==> src/rtl/frame_draw_sequencer.sv <==
// frame_draw_sequencer
//   Per-frame draw controller sitting directly upstream of the black-screen
//   clear stage. On each frame tick it kicks the clear stage, forwards its
//   pixel stream to the VGA write port, then kicks the sprite drawer and
//   forwards its stream, and finally pulses frameDone. It is the sole driver
//   of the VGA adapter plot/x/y/colour inputs.
//
//   Optional feature macro: FRAME_COUNT_EN
//     defined   -> frameCount counts completed frames (wraps 16'hFFFF -> 0)
//     undefined -> no counter is built, frameCount is tied to 16'd0
//
// Ports
//   clk            in   1  system clock
//   resetLow       in   1  synchronous reset, active-low
//   frameTick      in   1  1-cycle pulse, start of frame
//   clearX/Y       in 8/7  pixel coordinates from clear stage
//   clearColorIn   in   3  pixel colour from clear stage
//   clearFinish    in   1  clear stage done (registered level)
//   spriteX/Y      in 8/7  pixel coordinates from sprite drawer
//   spriteColor    in   3  pixel colour from sprite drawer
//   spriteFinish   in   1  sprite drawer done (registered level)
//   clearColorOut  out  3  constant CLEAR_COLOR fed to clear stage
//   clearLoad      out  1  one-cycle enableLoad to clear stage
//   spriteLoad     out  1  one-cycle load to sprite drawer
//   vgaX/Y/Color   out     pixel to VGA adapter (1-cycle latency)
//   plot           out  1  VGA write enable
//   frameDone      out  1  one-cycle pulse, frame fully drawn
//   overrun        out  1  sticky: tick arrived while busy
//   timeout        out  1  sticky: run-state watchdog fired
//   frameCount     out 16  completed frame count (see FRAME_COUNT_EN)

module frame_draw_sequencer #(
  parameter logic [2:0]  CLEAR_COLOR = 3'b000,
  parameter int unsigned MAX_RUN     = 20000
) (
  input  logic        clk,
  input  logic        resetLow,
  input  logic        frameTick,
  input  logic [7:0]  clearX,
  input  logic [6:0]  clearY,
  input  logic [2:0]  clearColorIn,
  input  logic        clearFinish,
  input  logic [7:0]  spriteX,
  input  logic [6:0]  spriteY,
  input  logic [2:0]  spriteColor,
  input  logic        spriteFinish,
  output logic [2:0]  clearColorOut,
  output logic        clearLoad,
  output logic        spriteLoad,
  output logic [7:0]  vgaX,
  output logic [6:0]  vgaY,
  output logic [2:0]  vgaColor,
  output logic        plot,
  output logic        frameDone,
  output logic        overrun,
  output logic        timeout,
  output logic [15:0] frameCount
);

  localparam int unsigned WDW = $clog2(MAX_RUN + 1);
  localparam logic [WDW-1:0] WD_LAST = WDW'(MAX_RUN - 1);

  typedef enum logic [2:0] {
    IDLE   = 3'd0,
    C_LOAD = 3'd1,
    C_RUN  = 3'd2,
    S_LOAD = 3'd3,
    S_RUN  = 3'd4,
    DONE   = 3'd5
  } state_t;

  state_t         state_q, state_d;
  logic           pending_q, pending_d;
  logic [WDW-1:0] wd_q, wd_d;
  logic [7:0]     vga_x_d;
  logic [6:0]     vga_y_d;
  logic [2:0]     vga_color_d;
  logic           plot_d, clear_load_d, sprite_load_d, frame_done_d;
  logic           overrun_d, timeout_d;

  assign clearColorOut = CLEAR_COLOR;

  // Every registered output is computed from the next state, so load/done
  // strobes are high exactly while the FSM sits in the matching state.
  always_comb begin
    state_d       = state_q;
    pending_d     = pending_q;
    wd_d          = wd_q;
    vga_x_d       = vgaX;
    vga_y_d       = vgaY;
    vga_color_d   = vgaColor;
    plot_d        = 1'b0;
    clear_load_d  = 1'b0;
    sprite_load_d = 1'b0;
    frame_done_d  = 1'b0;
    overrun_d     = overrun;
    timeout_d     = timeout;

    // Only one tick is queued; further ticks while busy are dropped.
    if (frameTick && (state_q != IDLE)) begin
      pending_d = 1'b1;
      overrun_d = 1'b1;
    end

    case (state_q)
      IDLE: begin
        if (frameTick || pending_q) begin
          state_d      = C_LOAD;
          pending_d    = 1'b0;
          clear_load_d = 1'b1;
        end
      end
      C_LOAD: begin
        state_d = C_RUN;
        wd_d    = '0;
      end
      C_RUN: begin
        if (clearFinish) begin
          state_d       = S_LOAD;
          sprite_load_d = 1'b1;
        end else if (wd_q == WD_LAST) begin
          state_d      = DONE;
          timeout_d    = 1'b1;
          frame_done_d = 1'b1;
        end else begin
          vga_x_d     = clearX;
          vga_y_d     = clearY;
          vga_color_d = clearColorIn;
          plot_d      = 1'b1;
          wd_d        = wd_q + 1'b1;
        end
      end
      S_LOAD: begin
        state_d = S_RUN;
        wd_d    = '0;
      end
      S_RUN: begin
        if (spriteFinish) begin
          state_d      = DONE;
          frame_done_d = 1'b1;
        end else if (wd_q == WD_LAST) begin
          state_d      = DONE;
          timeout_d    = 1'b1;
          frame_done_d = 1'b1;
        end else begin
          vga_x_d     = spriteX;
          vga_y_d     = spriteY;
          vga_color_d = spriteColor;
          plot_d      = 1'b1;
          wd_d        = wd_q + 1'b1;
        end
      end
      DONE: begin
        state_d = IDLE;
      end
      default: begin
        state_d = IDLE;
      end
    endcase
  end

  always_ff @(posedge clk) begin
    if (!resetLow) begin
      state_q    <= IDLE;
      pending_q  <= 1'b0;
      wd_q       <= '0;
      vgaX       <= '0;
      vgaY       <= '0;
      vgaColor   <= '0;
      plot       <= 1'b0;
      clearLoad  <= 1'b0;
      spriteLoad <= 1'b0;
      frameDone  <= 1'b0;
      overrun    <= 1'b0;
      timeout    <= 1'b0;
    end else begin
      state_q    <= state_d;
      pending_q  <= pending_d;
      wd_q       <= wd_d;
      vgaX       <= vga_x_d;
      vgaY       <= vga_y_d;
      vgaColor   <= vga_color_d;
      plot       <= plot_d;
      clearLoad  <= clear_load_d;
      spriteLoad <= sprite_load_d;
      frameDone  <= frame_done_d;
      overrun    <= overrun_d;
      timeout    <= timeout_d;
    end
  end

`ifdef FRAME_COUNT_EN
  // Advances together with the frameDone pulse.
  always_ff @(posedge clk) begin
    if (!resetLow) begin
      frameCount <= '0;
    end else if (frame_done_d) begin
      frameCount <= frameCount + 16'd1;
    end
  end
`else
  assign frameCount = 16'd0;
`endif

endmodule

==> config.mk <==
export PLATFORM = sky130hd
export DESIGN_NAME = frame_draw_sequencer
export DESIGN_NICKNAME = d
export VERILOG_FILES = /design/src/rtl/frame_draw_sequencer.sv
export SDC_FILE = /design/constraint.sdc
export NUM_CORES = 1
export LEC_CHECK = 0
export ABC_AREA = 1
export BUFFER_PORTS_ARGS = -buffer_cell sky130_fd_sc_hd__buf_4
export CAP_MARGIN = 20
export CORE_MARGIN = 4
export CORE_UTILIZATION = 30
export DETAILED_ROUTE_END_ITERATION = 8
export PLACE_DENSITY = 0.64
export REMOVE_ABC_BUFFERS = 1
export SYNTH_ARGS = -nofsm -noshare
export SYNTH_HDL_FRONTEND = slang
export SYNTH_SLANG_ARGS = --single-unit
==> constraint.sdc <==
create_clock -name clk -period 1.8 [get_ports clk]
set_input_delay 0.27 -clock clk [delete_from_list [all_inputs] [get_ports clk]]
set_output_delay 0.27 -clock clk [all_outputs]
set_load 0.02 [all_outputs]
==> results_dict.tcl <==
set metrics [dict create \
    cp.depth 8 \
    worst_slack_ns 0.166 \
    path_class "reg2reg" \
    max_freq_mhz 612 \
    regToRegStartpoint "wd_q[0]" \
    fin_worst_skew_ns 0.0104 \
    register_area_um2 861 \
    utilization_pct 39.1 \
    yosysSeqAreaShare_pct 34.9 \
    synth.distinct_cells 28 \
    crit_family "simple AND/OR/NAND/NOR gates" \
    synthFlopType "dfxtp_1" \
    crit_path_top_delay_cell "dfxtp_1" \
    setup_viol 0 \
    p_clk_share_pct 25.6 \
    area_growth_pct 24.5 \
    synthTopCellsByCount "134 x nand2_1, 43 x dfxtp_1, 40 x nor2_1" \
    cts_buffers 5 \
    cts_tree "done" \
    critPathRequiredTime_ns 1.96 \
    syn-cell-area_um2 2460 \
    post-place-ws_ns 0.141 \
    ios 84 \
    die_w_um 98.6 \
    slew-limit-headroom_pct 66.9 \
    power_density_nw_per_um2 767 \
    met1_usage_pct 14.2 \
    drt-initial-drc-count 79 \
    grt_pass1_wl_mm 10.1 \
    worstMarginPinSlew_ns 0.490 \
    dp_hpwl_mm 4.68 \
    yosysMostFrequentCell "nand2_1" \
    synth_cells 382 \
    seq_power_share_pct 44.8 \
    routed-via-count 2434 \
    slew_violations 0 \
    multi_input_area_um2 1360 \
    cap_violations 0 \
    synthArstFlopShare_pct 0 \
    numClockSinks 43 \
    ys_ff_latch 43 \
    fin_nets 486 \
    ctsHtreeMaxLevel 2 \
    irDropWorstVdd_mv 0.270 \
    combPwrFrac_pct 29.6 \
    die_h_um 98.6 \
    leakagePower_uw 0.00134 \
    routed_wl_mm 5.86 \
    crit_buf_inv 1 \
    synth_top_area_cell "dfxtp_1" \
    antenna_found_initial 0 \
    cts-root-buf "clkbuf_8" \
    met2_usage_pct 21.2 \
    p_sw_share_pct 34.8 \
    synth.top_cell.area_share_pct 34.9 \
    ys_warn_count 0 \
    gp_congestion 0.893 \
    synthTopCellsByArea "dfxtp_1 35%, nand2_1 20%, a21oi_1 7.1%, nand3_1 7.1%, buf_4 6.1%" \
    wire_per_inst_um 10.7 \
    reg2reg_depth 8 \
    synth_edf_count 0 \
    grt_util_met3_pct 4.53 \
    drive_gt1_share_pct 21.3 \
    finalInstanceArea_um2 3070 \
    cts_buffer_depth 2 \
    regToRegSetupSlack_ns 0.17 \
    path_cells "ha_1 -> nand3_1 -> nor2_2 -> nand3_4 -> nand2_8 -> inv_2 -> nand2_1 -> a21oi_1" \
    dpl_cell_area_um2 2960 \
    grt_pass1_vias 2352 \
    fp.dieArea_um2 9730 \
    avgSynthCellArea_um2 6.45 \
    cts.reportedPaths.clkPinSlew_ns 0.08 \
    cp_max_fo 11 \
    grt_use_total_pct 12.3 \
    max_stage_delay_ns 0.39 \
    hold_class "in2reg" \
    cp-startpoint "wd_q[0]" \
    cts_hold_buf 0 \
    initial_core_util_pct 31.4 \
    first_pass_iters 4 \
    worst_setup_path_endpoint "wd_q[5]" \
    rows 32 \
    fin_crit_sh_pct 90.8 \
    whs_ns 0.218 \
    start_kind "flop" \
    status "complete, no violations" \
    fin_crit_ns 1.63 \
    cp-end-kind "flop" \
    gr-total-overflow 0 \
    io_buffers 64 \
    busiest_layer "met2" \
    worstPathArrival_ns 1.80 \
    power.switching_uw 818 \
    core_area_um2 7850 \
    drc 0 \
    n_fill_cell 866 \
    antennaDiodeCount 0 \
    timing.rr.end "wd_q[5]" \
    clk_latency_ns 0.29 \
    grt_max_degree 34 \
    power.internal_uw 1540 \
    viasPerCell 4.45 \
    antenna_left 0 \
    finalHoldViolCount 0 \
]
[how the worst min path moves through the flow]
stage / start / end / slack (ns) / cells after the start
4_1_cts: frameTick / overrun / 0.21 / 3
2_1_floorplan: resetLow / wd_q[0] / 0.39 / 2
6_report: frameTick / overrun / 0.22 / 3
3_5_place_dp: timeout / timeout / 0.45 / 2
3_3_place_gp: timeout / timeout / 0.44 / 2
5_1_grt: resetLow / wd_q[0] / 0.24 / 3
[metal layers]
| metal | share of wire (%) | up-vias |
|---|---|---|
| li1 | - | 1300 |
| met1 | 44 | 1057 |
| met2 | 47 | 72 |
| met3 | 8.4 | 5 |
| met4 | 1.1 | 0 |
| met5 | 0 | - |
[area by class of cell]
class                   instances  share of cell area (%)
repair buffers                 68                    17.0
inverters                      29                    3.55
clock inverters                 2                   0.408
well taps                     102                    4.16
multi-input cells             297                    44.4
clock buffers                   6                    2.36
flip-flops and latches         43                    28.0
[cell usage in the layout, fill, tap and decap left out, drive strengths merged, types with 6 or more instances in the layout]
master  count
conb       19
nor2       45
nand2     140
inv        27
clkbuf      6
buf        68
nand3      36
dfxtp      43
a21oi      35
[state kept, by name, summed over array words and instances (netlist names)]
signal	count
spriteLoad	1
state_q	3
clearLoad	1
pending_q	1
overrun	1
plot	1
vgaX	8
vgaY	7
timeout	1
wd_q	15
frameDone	1
vgaColor	3
[stage by stage]
step | std cells | setup TNS [ns] | power (µW)
4_1_cts | 547 | 0 | 2370
3_3_place_gp | 539 | 0 | 1750
6_report | 547 | 0 | 2350
3_5_place_dp | 539 | 0 | 1760
2_1_floorplan | 369 | 0 | 1520
5_1_grt | 547 | -0.0117 | 2520
[cell families (layout without fill, tap and decap cells)]
| family | Yosys count | after routing | share of synthesized area, % |
|---|---|---|---|
| and+or+nand+nor | 234 | 234 | 41.3 |
| adders and majority gates | 1 | 1 | 0.508 |
| AOI/OAI and AO/OA | 42 | 42 | 9.24 |
| other | 1 | 19 | 0.152 |
| xor gates and xnor gates | 1 | 1 | 0.355 |
| DFF | 43 | 43 | 34.9 |
| buffers and inverters | 60 | 105 | 13.5 |
[worst reg2reg max path: stages, from the launching register on]
cell     delay, ns
dfxtp_1       0.39
ha_1          0.21
nand3_1       0.15
nor2_2        0.20
nand3_4       0.18
nand2_8       0.17
inv_2         0.09
nand2_1       0.07
a21oi_1       0.05
[power by group through the flow]
stage | Sequential [µW] | Clock (µW) | Combinational, µW
3_3_place_gp | 1070 | 0 | 680
4_1_cts | 1050 | 624 | 688
3_5_place_dp | 1070 | 0 | 688
5_1_grt | 1060 | 681 | 776
6_report | 1050 | 602 | 698
2_1_floorplan | 1120 | 0 | 402
[timing repair]
action | in CTS | in global routing
buffers inserted | 0 | 0
resized for setup | 0 | 5
endpoints found under the setup margin | 0 | 10
(Power assumes the default switching activity.)
